===== src/rtl/game_pkg.sv =====
// Shared definitions for the snake-game controller: one-hot status encoding
// and default timing constants for a 50 MHz board clock.
package game_pkg;

   localparam int unsigned STATUS_W = 5;

   typedef enum logic [STATUS_W-1:0] {
      ST_START = 5'b00001,
      ST_PLAY  = 5'b00010,
      ST_PAUSE = 5'b00100,
      ST_DIE   = 5'b01000,
      ST_END   = 5'b10000
   } state_t;

   localparam int unsigned CLK_HZ             = 50_000_000;
   localparam int unsigned DEF_LIVES          = 3;
   localparam int unsigned DEF_DEB_CYCLES     = CLK_HZ / 50;   // 20 ms
   localparam int unsigned DEF_FLASH_HALF     = CLK_HZ / 4;    // 250 ms
   localparam int unsigned DEF_RESPAWN_CYCLES = CLK_HZ;        // 1 s
   localparam int unsigned DEF_HOLDOFF_CYCLES = CLK_HZ;        // 1 s

   function automatic int unsigned max_u(input int unsigned a, input int unsigned b);
      return (a > b) ? a : b;
   endfunction

endpackage


===== src/rtl/game_ctrl_fsm_if.sv =====
// Board-side bundle of the game controller: raw keys and collisions in,
// status, blink, lives and event pulses out.
interface game_ctrl_fsm_if #(
   parameter int unsigned LW = 2
);
   import game_pkg::*;

   logic                Key_left;
   logic                Key_right;
   logic                Key_up;
   logic                Key_down;
   logic                Key_pause;
   logic                Hit_wall_sig;
   logic                Hit_body_sig;
   logic [STATUS_W-1:0] Game_status;
   logic                Flash_sig;
   logic [LW-1:0]       Lives;
   logic                Respawn_pulse;
   logic                Game_over_pulse;

   // Controller side.
   modport master (
      input  Key_left, Key_right, Key_up, Key_down, Key_pause,
      input  Hit_wall_sig, Hit_body_sig,
      output Game_status, Flash_sig, Lives, Respawn_pulse, Game_over_pulse
   );

   // Keys / collision logic / display side.
   modport slave (
      output Key_left, Key_right, Key_up, Key_down, Key_pause,
      output Hit_wall_sig, Hit_body_sig,
      input  Game_status, Flash_sig, Lives, Respawn_pulse, Game_over_pulse
   );

endinterface


===== src/rtl/game_ctrl_fsm_key_debounce.sv =====
// Per-key 2-FF synchroniser plus debounce counter; emits a one-cycle press
// when the accepted level rises.
module key_debounce
   import game_pkg::*;
#(
   parameter int unsigned DEB_CYCLES = DEF_DEB_CYCLES
) (
   input  logic Clk_50mhz,
   input  logic Rst,
   input  logic key_raw,
   output logic level,
   output logic press
);

   localparam int unsigned CW = max_u(1, $clog2(DEB_CYCLES));

   logic          r_sync0;
   logic          r_sync1;
   logic [CW-1:0] r_cnt;

   always_ff @(posedge Clk_50mhz or posedge Rst) begin
      if (Rst) begin
         r_sync0 <= 1'b0;
         r_sync1 <= 1'b0;
         r_cnt   <= '0;
         level   <= 1'b0;
         press   <= 1'b0;
      end else begin
         r_sync0 <= key_raw;
         r_sync1 <= r_sync0;
         press   <= 1'b0;
         if (r_sync1 == level) begin
            r_cnt <= '0;
         end else if (r_cnt == CW'(DEB_CYCLES - 1)) begin
            level <= r_sync1;
            r_cnt <= '0;
            press <= r_sync1;
         end else begin
            r_cnt <= r_cnt + CW'(1);
         end
      end
   end

endmodule


===== src/rtl/game_ctrl_fsm.sv =====
// Snake-game controller: debounced keys, pause, lives with timed respawn,
// blinking display enable and an end-screen hold-off.
module game_ctrl_fsm
   import game_pkg::*;
#(
   parameter int unsigned LIVES          = DEF_LIVES,
   parameter int unsigned DEB_CYCLES     = DEF_DEB_CYCLES,
   parameter int unsigned FLASH_HALF     = DEF_FLASH_HALF,
   parameter int unsigned RESPAWN_CYCLES = DEF_RESPAWN_CYCLES,
   parameter int unsigned HOLDOFF_CYCLES = DEF_HOLDOFF_CYCLES,
   parameter int unsigned LW             = $clog2(LIVES + 1)
) (
   input  logic            Clk_50mhz,
   input  logic            Rst,
   game_ctrl_fsm_if.master bus
);

   // DIE and END never overlap, so one timer serves both.
   localparam int unsigned TMAX = max_u(RESPAWN_CYCLES, HOLDOFF_CYCLES);
   localparam int unsigned TW   = max_u(1, $clog2(TMAX));
   localparam int unsigned FW   = max_u(1, $clog2(FLASH_HALF));

   logic [4:0] w_press;
   logic [4:0] w_unused_level;
   logic       w_dir_press;
   logic       w_pause_press;
   logic       w_hit;
   logic       w_flash_wrap;

   state_t        r_state;
   logic [TW-1:0] r_timer;
   logic [FW-1:0] r_fcnt;
   logic          r_flash;
   logic [LW-1:0] r_lives;
   logic          r_respawn;
   logic          r_gameover;

   key_debounce #(.DEB_CYCLES(DEB_CYCLES)) u_deb_left (
      .Clk_50mhz(Clk_50mhz), .Rst(Rst), .key_raw(bus.Key_left),
      .level(w_unused_level[0]), .press(w_press[0])
   );
   key_debounce #(.DEB_CYCLES(DEB_CYCLES)) u_deb_right (
      .Clk_50mhz(Clk_50mhz), .Rst(Rst), .key_raw(bus.Key_right),
      .level(w_unused_level[1]), .press(w_press[1])
   );
   key_debounce #(.DEB_CYCLES(DEB_CYCLES)) u_deb_up (
      .Clk_50mhz(Clk_50mhz), .Rst(Rst), .key_raw(bus.Key_up),
      .level(w_unused_level[2]), .press(w_press[2])
   );
   key_debounce #(.DEB_CYCLES(DEB_CYCLES)) u_deb_down (
      .Clk_50mhz(Clk_50mhz), .Rst(Rst), .key_raw(bus.Key_down),
      .level(w_unused_level[3]), .press(w_press[3])
   );
   key_debounce #(.DEB_CYCLES(DEB_CYCLES)) u_deb_pause (
      .Clk_50mhz(Clk_50mhz), .Rst(Rst), .key_raw(bus.Key_pause),
      .level(w_unused_level[4]), .press(w_press[4])
   );

   assign w_dir_press   = |w_press[3:0];
   assign w_pause_press = w_press[4];
   assign w_hit         = bus.Hit_wall_sig | bus.Hit_body_sig;
   assign w_flash_wrap  = (r_fcnt == FW'(FLASH_HALF - 1));

   always_ff @(posedge Clk_50mhz or posedge Rst) begin
      if (Rst) begin
         r_state    <= ST_START;
         r_timer    <= '0;
         r_fcnt     <= '0;
         r_flash    <= 1'b1;
         r_lives    <= LW'(LIVES);
         r_respawn  <= 1'b0;
         r_gameover <= 1'b0;
      end else begin
         // Defaults give the state-entry clears; DIE/END arms override them.
         r_timer    <= '0;
         r_fcnt     <= '0;
         r_flash    <= 1'b1;
         r_respawn  <= 1'b0;
         r_gameover <= 1'b0;
         case (r_state)
            ST_START: begin
               if (w_dir_press) begin
                  r_state <= ST_PLAY;
                  r_lives <= LW'(LIVES);
               end
            end
            ST_PLAY: begin
               if (w_hit) begin
                  if (r_lives > LW'(1)) begin
                     r_state <= ST_DIE;
                     r_lives <= r_lives - LW'(1);
                  end else begin
                     r_state    <= ST_END;
                     r_lives    <= '0;
                     r_gameover <= 1'b1;
                  end
               end else if (w_pause_press) begin
                  r_state <= ST_PAUSE;
               end
            end
            ST_PAUSE: begin
               if (w_pause_press) begin
                  r_state <= ST_PLAY;
               end
            end
            ST_DIE: begin
               r_fcnt  <= w_flash_wrap ? '0 : r_fcnt + FW'(1);
               r_flash <= w_flash_wrap ? ~r_flash : r_flash;
               r_timer <= r_timer + TW'(1);
               if (r_timer == TW'(RESPAWN_CYCLES - 1)) begin
                  r_state   <= ST_PLAY;
                  r_respawn <= 1'b1;
                  r_timer   <= '0;
                  r_fcnt    <= '0;
                  r_flash   <= 1'b1;
               end
            end
            ST_END: begin
               r_fcnt  <= w_flash_wrap ? '0 : r_fcnt + FW'(1);
               r_flash <= w_flash_wrap ? ~r_flash : r_flash;
               if (r_timer == TW'(HOLDOFF_CYCLES - 1)) begin
                  r_timer <= r_timer;
                  if (w_dir_press) begin
                     r_state <= ST_START;
                     r_lives <= LW'(LIVES);
                     r_timer <= '0;
                     r_fcnt  <= '0;
                     r_flash <= 1'b1;
                  end
               end else begin
                  r_timer <= r_timer + TW'(1);
               end
            end
            default: begin
               r_state <= ST_START;
               r_lives <= LW'(LIVES);
            end
         endcase
      end
   end

   assign bus.Game_status     = r_state;
   assign bus.Flash_sig       = r_flash;
   assign bus.Lives           = r_lives;
   assign bus.Respawn_pulse   = r_respawn;
   assign bus.Game_over_pulse = r_gameover;

endmodule

===== src/flat_wrapper.sv =====
// flat-port wrapper written by rule: the top's interface ports become plain ports
module game_ctrl_fsm_flat import game_pkg::*;
#(
   parameter int unsigned LIVES          = DEF_LIVES,
   parameter int unsigned DEB_CYCLES     = DEF_DEB_CYCLES,
   parameter int unsigned FLASH_HALF     = DEF_FLASH_HALF,
   parameter int unsigned RESPAWN_CYCLES = DEF_RESPAWN_CYCLES,
   parameter int unsigned HOLDOFF_CYCLES = DEF_HOLDOFF_CYCLES,
   parameter int unsigned LW             = $clog2(LIVES + 1)
)
  (Clk_50mhz, Rst, bus_Key_left, bus_Key_right, bus_Key_up, bus_Key_down, bus_Key_pause, bus_Hit_wall_sig, bus_Hit_body_sig, bus_Game_status, bus_Flash_sig, bus_Lives, bus_Respawn_pulse, bus_Game_over_pulse);
  game_ctrl_fsm_if #(.LW(LW)) bus_i ();
  input  logic Clk_50mhz;
  input  logic Rst;
  input wire logic [$bits(bus_i.Key_left)-1:0] bus_Key_left;
  input wire logic [$bits(bus_i.Key_right)-1:0] bus_Key_right;
  input wire logic [$bits(bus_i.Key_up)-1:0] bus_Key_up;
  input wire logic [$bits(bus_i.Key_down)-1:0] bus_Key_down;
  input wire logic [$bits(bus_i.Key_pause)-1:0] bus_Key_pause;
  input wire logic [$bits(bus_i.Hit_wall_sig)-1:0] bus_Hit_wall_sig;
  input wire logic [$bits(bus_i.Hit_body_sig)-1:0] bus_Hit_body_sig;
  output wire logic [$bits(bus_i.Game_status)-1:0] bus_Game_status;
  output wire logic [$bits(bus_i.Flash_sig)-1:0] bus_Flash_sig;
  output wire logic [$bits(bus_i.Lives)-1:0] bus_Lives;
  output wire logic [$bits(bus_i.Respawn_pulse)-1:0] bus_Respawn_pulse;
  output wire logic [$bits(bus_i.Game_over_pulse)-1:0] bus_Game_over_pulse;
  assign bus_i.Key_left = bus_Key_left;
  assign bus_i.Key_right = bus_Key_right;
  assign bus_i.Key_up = bus_Key_up;
  assign bus_i.Key_down = bus_Key_down;
  assign bus_i.Key_pause = bus_Key_pause;
  assign bus_i.Hit_wall_sig = bus_Hit_wall_sig;
  assign bus_i.Hit_body_sig = bus_Hit_body_sig;
  assign bus_Game_status = bus_i.Game_status;
  assign bus_Flash_sig = bus_i.Flash_sig;
  assign bus_Lives = bus_i.Lives;
  assign bus_Respawn_pulse = bus_i.Respawn_pulse;
  assign bus_Game_over_pulse = bus_i.Game_over_pulse;
  game_ctrl_fsm #(.LIVES(LIVES), .DEB_CYCLES(DEB_CYCLES), .FLASH_HALF(FLASH_HALF), .RESPAWN_CYCLES(RESPAWN_CYCLES), .HOLDOFF_CYCLES(HOLDOFF_CYCLES), .LW(LW)) u_core (.Clk_50mhz(Clk_50mhz), .Rst(Rst), .bus(bus_i));
endmodule

===== config.mk =====
export PLATFORM = sky130hd
export DESIGN_NAME = game_ctrl_fsm_flat
export DESIGN_NICKNAME = d
export VERILOG_FILES = /design/src/rtl/game_pkg.sv /design/src/rtl/game_ctrl_fsm_if.sv /design/src/rtl/game_ctrl_fsm_key_debounce.sv /design/src/rtl/game_ctrl_fsm.sv /design/src/flat_wrapper.sv
export SDC_FILE = /design/constraint.sdc
export NUM_CORES = 1
export LEC_CHECK = 0
export ABC_CLOCK_PERIOD_IN_PS = 5000
export CAP_MARGIN = 0
export CORE_ASPECT_RATIO = 0.6
export CORE_MARGIN = 1.5
export CORE_UTILIZATION = 50
export DETAILED_ROUTE_END_ITERATION = 12
export DONT_BUFFER_PORTS = 1
export PLACE_DENSITY_LB_ADDON = 0.2
export SETUP_SLACK_MARGIN = 0.4
export SYNTH_ARGS = -nofsm -noshare
export SYNTH_HDL_FRONTEND = slang
export SYNTH_HIERARCHICAL = 1
export SYNTH_SLANG_ARGS = --single-unit

===== constraint.sdc =====
create_clock -name Clk_50mhz -period 5 [get_ports Clk_50mhz]
set_input_delay 0.5 -clock Clk_50mhz [delete_from_list [all_inputs] [get_ports Clk_50mhz]]
set_output_delay 0.5 -clock Clk_50mhz [all_outputs]
set_load 0.01 [all_outputs]

; Yosys cells after proc, flatten, opt, wreduce, memory -nomap -nowiden
; Cells that the tools add are included.
[op_classes]
bitwise_logic = 8
order_cmp = 1
n_eq_ne = 25
add_sub_neg = 8
n_mux = 53
n_reduce_logical = 9
n_mul = 0
div_mod_pow = 0
shifts = 0
[ops]
columns = cell, n
row1 = $mux 20, 10
row2 = $add 20x1->20 const B, 5
row3 = $eq 20x20->1 const B, 5
row4 = $mux 24, 4
row5 = $mux 26, 3
row6 = $pmux 26 s2, 1
row7 = $pmux 24 s2, 1
row8 = $mux 5, 8
row9 = $add 26x1->26 const B, 1
row10 = $eq 26x26->1 const B, 1
row11 = $pmux 5 s5, 1
row12 = $add 24x1->24 const B, 1
row13 = $eq 24x24->1 const B, 1
row14 = $mux 1, 19
row15 = $ne 2x1->1 const B, 5
row16 = $reduce_and 2->1, 5
row17 = $mux 2, 4
row18 = $pmux 2 s4, 1
row19 = $not 1->1, 7
row20 = $ne 3x2->1 const B, 2
row21 = $reduce_and 6->1, 1
row22 = $eq 1x1->1, 5
row23 = $eq 5x1->1 const B, 1
row24 = $eq 5x2->1 const B, 1
row25 = 11 further kinds, 11
[totals]
output_inout_bits = 10
romBits = 0
latch_bits = 0
ramBits = 0
memories = 0
register_bits = 180
input_bits = 9
word_cells = 136

; Logic depth before layout (Yosys ltp)
; Gate-level depths: netlist (run 1).
[logic_depth]
ltp_word = 5
depth_mapped = 7
mapped_depth_nobuf = 6

; Modules after synthesis
; Netlist (run 1), hierarchy kept.
[modules_own_cells]
columns = module, instances, seq_area_each_um2, area_each_um2, cells_per_inst
row1 = key_debounce, 5, 600.6, 1188.6, 108
row2 = game_ctrl_fsm, 1, 1506.4, 3240.6, 324

; Least setup slack after synthesis (run 1)
; No wires, ideal clock.
[synth_path]
path_type = reg-to-reg
startpoint = reg u_core.r_timer[0]
endpoint = reg u_core.r_lives[0], in the netlist u_core/bus.Lives[0]
setup_ns = 0.085
setup_slack_ns = 3.023
arrival_time_ns = 1.892
synth_period_minus_slack_ns = 1.977
path_stages_with_launch = 7
path_buffers = 0
t_required_ns = 4.915
path_cell_list = dfrtp_1 > ha_1 > and3_1 > nand4_2 > or3_4 > a21oi_4 > mux2_1
[synth_between]
elab_chain_cells = 3
[synth_rtl]
columns = element, line_no
row1 = from (decl), game_ctrl_fsm.sv:31  ; logic [TW-1:0] r_timer;
row2 = from (signal assigned), game_ctrl_fsm.sv:109  ; r_timer <= r_timer + TW'(1);
row3 = from (signal assigned), game_ctrl_fsm.sv:122  ; r_timer <= r_timer;
row4 = from (signal assigned), game_ctrl_fsm.sv:131  ; r_timer <= r_timer + TW'(1);
row5 = $eq 26x26->1, game_ctrl_fsm.sv:121  ; if (r_timer == TW'(HOLDOFF_CYCLES - 1)) begin
row6 = $ne 2x1->1 (no line), -
row7 = $reduce_and 3->1 (no line), -
row8 = to (signal assigned), game_ctrl_fsm.sv:91  ; r_lives <= r_lives - LW'(1);
row9 = to (signal assigned), game_ctrl_fsm.sv:125  ; r_lives <= LW'(LIVES);
row10 = to (signal assigned), game_ctrl_fsm.sv:136  ; r_lives <= LW'(LIVES);
row11 = to (decl), game_ctrl_fsm.sv:34  ; logic [LW-1:0] r_lives;
; No other way between the ends.
; A chain may end at the register's enable or synchronous reset.

; Worst setup path after layout (run 1)
[layout_path]
startpoint = reg u_core.r_fcnt[0]
endpoint = reg u_core.r_fcnt[13]
[layout_between]
elab_chain_cells = 5
elab_cells_between_ends = 7
classes_between = add/sub (1) / eq/ne (1) / mux (5)
[layout_rtl]
columns = element, line_no
row1 = from (decl), game_ctrl_fsm.sv:32  ; logic [FW-1:0] r_fcnt;
row2 = from (signal assigned), game_ctrl_fsm.sv:107  ; r_fcnt <= w_flash_wrap ? '0 : r_fcnt + FW'(1);
row3 = from (signal assigned), game_ctrl_fsm.sv:119  ; r_fcnt <= w_flash_wrap ? '0 : r_fcnt + FW'(1);
row4 = $add 24x1->24 / $eq 24x24->1 (equally long branches), "game_ctrl_fsm.sv:107, game_ctrl_fsm.sv:119, game_ctrl_fsm.sv:62"
row5 = $mux 24 *, "game_ctrl_fsm.sv:107, game_ctrl_fsm.sv:119"
row6 = $mux 24, game_ctrl_fsm.sv:123  ; if (w_dir_press) begin
row7 = $mux 24, game_ctrl_fsm.sv:121
row8 = $pmux 24 s2 *, game_ctrl_fsm.sv:80  ; case (r_state)
; Mark *: on every way between the ends. The rest lies on a longest branch, timed or not.

==> results of run 1 <==
[flip-flops by register name (all words and copies together) (netlist names), 2 cells and up]
signal                    flops
u_core/u_deb_up/r_cnt        20
u_core/u_deb_right/r_cnt     20
u_core/bus.Game_status        5
u_core/u_deb_down/r_cnt      20
u_core/u_deb_left/r_cnt      20
u_core/bus.Lives              2
u_core/r_timer               26
u_core/r_fcnt                24
u_core/u_deb_pause/r_cnt     20
[layer usage]
layer / track usage / part of all wire / wire, µm / vias up
li1: - / - / - / 3102
met5: 0 / 0 / 0 / -
met2: 0.268 / 0.40 / 7090 / 110
met3: 0.0471 / 0.041 / 734 / 13
met1: 0.328 / 0.55 / 9800 / 3069
met4: 0.0480 / 0.011 / 193 / 0
[worst paths after layout]
check,start,to,depth (start not counted)
worst max-delay path,u_core/r_fcnt[0],u_core/r_fcnt[13],6
worst min-delay path,bus_Key_pause,u_core/u_deb_pause/r_sync0,0
worst max register to register,u_core/r_fcnt[0],u_core/r_fcnt[13],6
worst min register to register,u_core/u_deb_pause/r_sync0,u_core/u_deb_pause/r_sync1,0
max in group asynchronous,Rst,u_core/u_deb_right/r_cnt[2],1
min in group asynchronous,Rst,u_core/u_deb_down/press,1
[metrics by stage]
stage / util / hold WS (ns) / cell area (µm²) / power, mW / std cells
2_1_floorplan: - / 0.331 / 9180 / 1.56 / 864
3_3_place_gp: 0.520 / 0.332 / 9370 / 1.58 / 1089
3_5_place_dp: 0.520 / 0.336 / 9370 / 1.58 / 1089
4_1_cts: 0.555 / 0.0731 / 9990 / 3.00 / 1121
5_1_grt: 0.555 / 0.0629 / 9990 / 3.07 / 1121
6_report: 0.555 / 0.0922 / 9990 / 2.96 / 1121
[critical path: stages, from the launching register on]
cell     delay [ns]
dfrtp_1        0.43
ha_1           0.30
nor4b_1        0.27
nand4_1        0.14
nor3_1         0.42
a211o_2        0.47
nor2_1         0.11
[cell type report]
class | instances | area [µm²] | share of cell area
sequential | 180 | 4510 | 0.451
multi-input combinational | 645 | 4460 | 0.447
clock buffer | 18 | 439 | 0.0440
tap | 240 | 300 | 0.0301
clock inverter | 14 | 186 | 0.0187
inverter | 23 | 86.3 | 0.00864
timing repair buffer | 1 | 7.51 | 0.000751
[where the power goes]
part	internal, mW	total [mW]	switching, mW
clock	0.816	1.41	0.592
combinational	0.0160	0.0652	0.0493
sequential	1.47	1.48	0.0135
total	2.30	2.96	0.655
[cells in the final DEF (no fill, tap or decap), drive strengths merged, types with 12 or more instances in the layout]
master | netlist | routed
dfrtp | 176 | 176
inv | 23 | 30
nand2 | 53 | 53
or4 | 22 | 22
clkbuf | 4 | 18
nand3 | 61 | 61
nor4 | 26 | 26
o21ai | 24 | 24
nor2 | 125 | 125
o31ai | 16 | 16
xor2 | 52 | 52
or3 | 12 | 12
xnor2 | 67 | 67
a21oi | 27 | 27
nand4 | 33 | 33
and4 | 15 | 15
and3 | 22 | 22
nor3 | 24 | 24
[cells by family (layout without fill, tap and decap cells)]
kind of cell,after synthesis,after routing,share of synthesized area
fa+ha+maj,7,7,0.00954
flops,180,180,0.491
buf+inv,39,56,0.0230
simple gates,426,426,0.277
compound gates,81,81,0.0695
xor+xnor,119,119,0.113
mux,12,12,0.0165
==> impl_metrics.ini, run 1 <==
[run_status]
outcome = finished clean

[placement]
globalplace.congestion = 0.828
place_ws_ns = 2.77
dp_hpwl_mm = 12.2
io_buffers = 0

[final_layout]
fill_cells = 1546
syn2layout_area_growth_pct = 8.80
diodes = 0
drive_gt1_frac = 0.129
nNetsFinal = 884

[power_and_ir_drop]
ir_drop_mv = 0.240
powerDensity_nw_per_um2 = 296
p_leak_nw = 4.01

[synth]
synth_seq_cells = 180
seq_area_frac_synth = 0.491
synth.most_common_cell = dfrtp_1
synth_edf_count = 0
yosys_warnings = 6
synth_top_area_share = 0.480
synthTopCellsByCount = dfrtp_1, nor2_1, xnor2_1
avgSynthCellArea_um2 = 10.6
synth_nets = 880
synth_area_um2 = 9180
synth.area.top_cells = dfrtp_1, xnor2_1, nor2_1
synth_cell_type_count = 57
yosys.area.top_type = dfrtp_1
ys_async_sr_fraction = 1.00
synth_cells = 864
ys.flop_type = dfrtp_1

[routing]
avgRoutedWirePerCell_um = 15.9
drtPass1Iterations = 5
final_antenna_net_count = 0
routed_via_density = 5.61
drtIter0Drc = 417
vias = 6294
drc = 0
wl_mm = 17.8

[worst_setup_path]
cp-end-kind = register
start_kind = register
critical_path_class = register to register
regToRegSetupSlack_ns = 2.73
critical_path.max_fanout = 24
cp.required_ns = 5.29
crit_arrival_ns = 2.56

[timing]
finalWorstSetupSlack_ns = 2.73
rsz0062_at_grt = no
fmax_mhz = 441
final-hold-violation-count = 0
setup-tns-final_ns = 0
finalCritPeriodShare = 0.454
relSlewSlack = 0.322
drv_slew = 0
finalClockSkew_ns = 0.0102
tightest_slew_ns = 1.01
min_period_ns = 2.27
finalSetupViolations = 0

[grt]
grt_usage = 0.203
grt_pass1_vias = 5888
antenna_found_initial = 0
grt_pass1_wl_mm = 30.8
grt_overflow = 0
grt_start_max_net_pins = 61

[clock_network]
post_cts_buffers = 0
cts_tree = built
h-tree-depth = 4
clkLatencyLatePin_ns = 0.43
cts_buffers = 17
cts_hold_buf = 0
cts_sinks = 180
cts_resized = 0
clock_path_buffers = 2
cts-root-buf = clkbuf_16
clkTransAtPathRegs_ns = 0.07

[floorplanning]
row_count = 38
core_um2 = 18000
ios = 19
die_height_um = 108
start_util = 0.510
die_w_um = 178
fp.dieArea_um2 = 19200

[worst_hold_path]
hold_path_class = primary input to register

[job]
cap_violations = 0
No activity file was read; power rests on OpenSTA's default activity.
==> inputs of run 2 (changes only) <==
--- a/config.mk
+++ b/config.mk
@@ -5,7 +5,7 @@
 export SDC_FILE = /design/constraint.sdc
 export NUM_CORES = 1
 export LEC_CHECK = 0
-export ABC_CLOCK_PERIOD_IN_PS = 5000
+export ABC_CLOCK_PERIOD_IN_PS = 2100
 export CAP_MARGIN = 0
 export CORE_ASPECT_RATIO = 0.6
 export CORE_MARGIN = 1.5
==> constraint.sdc (replaced) <==
create_clock -name Clk_50mhz -period 2.1 [get_ports Clk_50mhz]
set_input_delay 0.21 -clock Clk_50mhz [delete_from_list [all_inputs] [get_ports Clk_50mhz]]
set_output_delay 0.21 -clock Clk_50mhz [all_outputs]
set_load 0.01 [all_outputs]
==> impl_metrics.ini, run 2 (synthesis gave the netlist of run 1 again) <==
[grt]
antenna_found_initial = 0
grt_pass1_wl_mm = 34.5
grt_pass1_vias = 6750
grt_start_max_net_pins = 49
grt_overflow = 0
grt_usage = 0.230

[clock_network]
cts-root-buf = clkbuf_16
clkLatencyLatePin_ns = 0.43
cts_tree = built
cts_buffers = 17
clkTransAtPathRegs_ns = 0.07
h-tree-depth = 4
clock_path_buffers = 2
cts_sinks = 180

[worst_setup_path]
cp.required_ns = 2.42
crit_buf_inv = 2
start_kind = register
crit_arrival_ns = 2.21
crit_chain = nor4b_4 -> nand4_4 -> buf_6 -> nor3_4 -> buf_6 -> o211ai_4 -> mux2_4
critical_path_class = register to register
cpMaxStageDelayCell = dfrtp_1
critical_path.max_fanout = 3
crit_family = simple AND/OR/NAND/NOR gates
path_common_cell = buf_6
max_stage_delay_ns = 0.42
cp-end-kind = register

[routing]
drtPass1Iterations = 5
routed_via_density = 5.58
drc = 0
drtIter0Drc = 510
vias = 7107
final_antenna_net_count = 0
wl_mm = 21.8
avgRoutedWirePerCell_um = 17.1

[timing]
tightest_slew_ns = 0.923
drv_slew = 0
setup-tns-final_ns = 0
fmax_mhz = 530
finalClockSkew_ns = 0.0108
min_period_ns = 1.89
finalSetupViolations = 0
finalCritPeriodShare = 0.899
relSlewSlack = 0.384
final-hold-violation-count = 0
rsz0062_at_grt = yes

[final_layout]
final_common_cell = dfrtp_1
syn2layout_area_growth_pct = 31.6
top_regs = u_core/r_timer x26, u_core/r_fcnt x24
nNetsFinal = 1037
largest-register = u_core/r_timer
utilization = 0.671
drive_gt1_frac = 0.379
largest_reg_flops = 26
fin_area_um2 = 12100
final_cell_mix = dfrtp_1, buf_4, nor2_1
diodes = 0

[floorplanning]
die_height_um = 108
row_count = 38
die_w_um = 178
fp.dieArea_um2 = 19200
start_util = 0.510
core_um2 = 18000
ios = 19

[placement]
globalplace.congestion = 0.925
io_buffers = 0
dp_hpwl_mm = 12.8
place_area_um2 = 9680

[power_and_ir_drop]
ir_drop_mv = 0.524
p_leak_nw = 4.95
powerDensity_nw_per_um2 = 589

[job]
cap_violations = 0

[worst_hold_path]
hold_path_class = primary input to register

[run_status]
outcome = finished clean
[run 2: cell types whose count changed in the layout (fill, tap and decap cells not counted), sizes merged]
cell         delta
nand2b          +1
clkinv          +1
buf           +143
dlygate4sd3     +6
a211o           +3
inv             -2
[run 2: metrics by stage]
stage	hold slack [ns]	total power, mW	setup slack [ns]	cells
final	0.130	7.12	0.213	1273
after global routing	0.128	7.36	0.154	1273
after CTS	0.0767	7.14	0.248	1228
after detailed placement	-0.0445	3.78	0.124	1122
after global placement	-0.0375	3.78	0.144	1122
after floorplan	0.225	3.71	0.243	864
[run 2: routing by layer]
| metal | track usage | routed length (µm) |
|---|---|---|
| met2 | 0.318 | 9250 |
| met1 | 0.354 | 11200 |
| met3 | 0.0605 | 1080 |
| met4 | 0.0576 | 256 |
| met5 | 0 | 0 |
[run 2: tightest hold or removal path, stage by stage]
cell and delay (ns):
nor2_1 0.06, nand3_1 0.16, o22ai_2 0.10
[run 2: final timing paths]
check / to / slack [ns] / cells after the start / startpoint
max: u_core/bus.Game_status[1] / 0.21 / 7 / u_core/r_timer[7]
min in group asynchronous: u_core/u_deb_pause/press / 0.24 / 2 / Rst
max reg2reg: u_core/bus.Game_status[1] / 0.21 / 7 / u_core/r_timer[7]
min reg2reg: u_core/u_deb_down/r_sync1 / 0.35 / 0 / u_core/u_deb_down/r_sync0
min: u_core/bus.Game_status[2] / 0.13 / 3 / bus_Hit_wall_sig
max in group asynchronous: u_core/u_deb_down/r_cnt[12] / 0.93 / 2 / Rst
[run 2: final cells by class]
cell class / instances / area (µm²)
fillers: 1334 / 5930
multi-input cells: 649 / 5220
flip-flops and latches: 180 / 4540
repair buffers: 150 / 1340
clock buffers: 18 / 439
well taps: 240 / 300
clock inverters: 13 / 169
inverters: 23 / 86.3
[run 2: timing repair]
action / 4_1_cts / 5_1_grt
endpoints found under the hold margin: 183 / 0
gates cloned: 9 / 5
endpoints found under the setup margin: 101 / 167
pin swaps: 33 / 65
gates resized for setup: 78 / 143
hold buffers: 6 / 0
buffers inserted: 60 / 40
[run 2: power breakdown]
group          total (mW)  internal (mW)  switching [mW]
logic               0.259          0.103           0.156
registers            3.53           3.50          0.0354
clock network        3.32           1.92            1.41
total                7.12           5.52            1.60
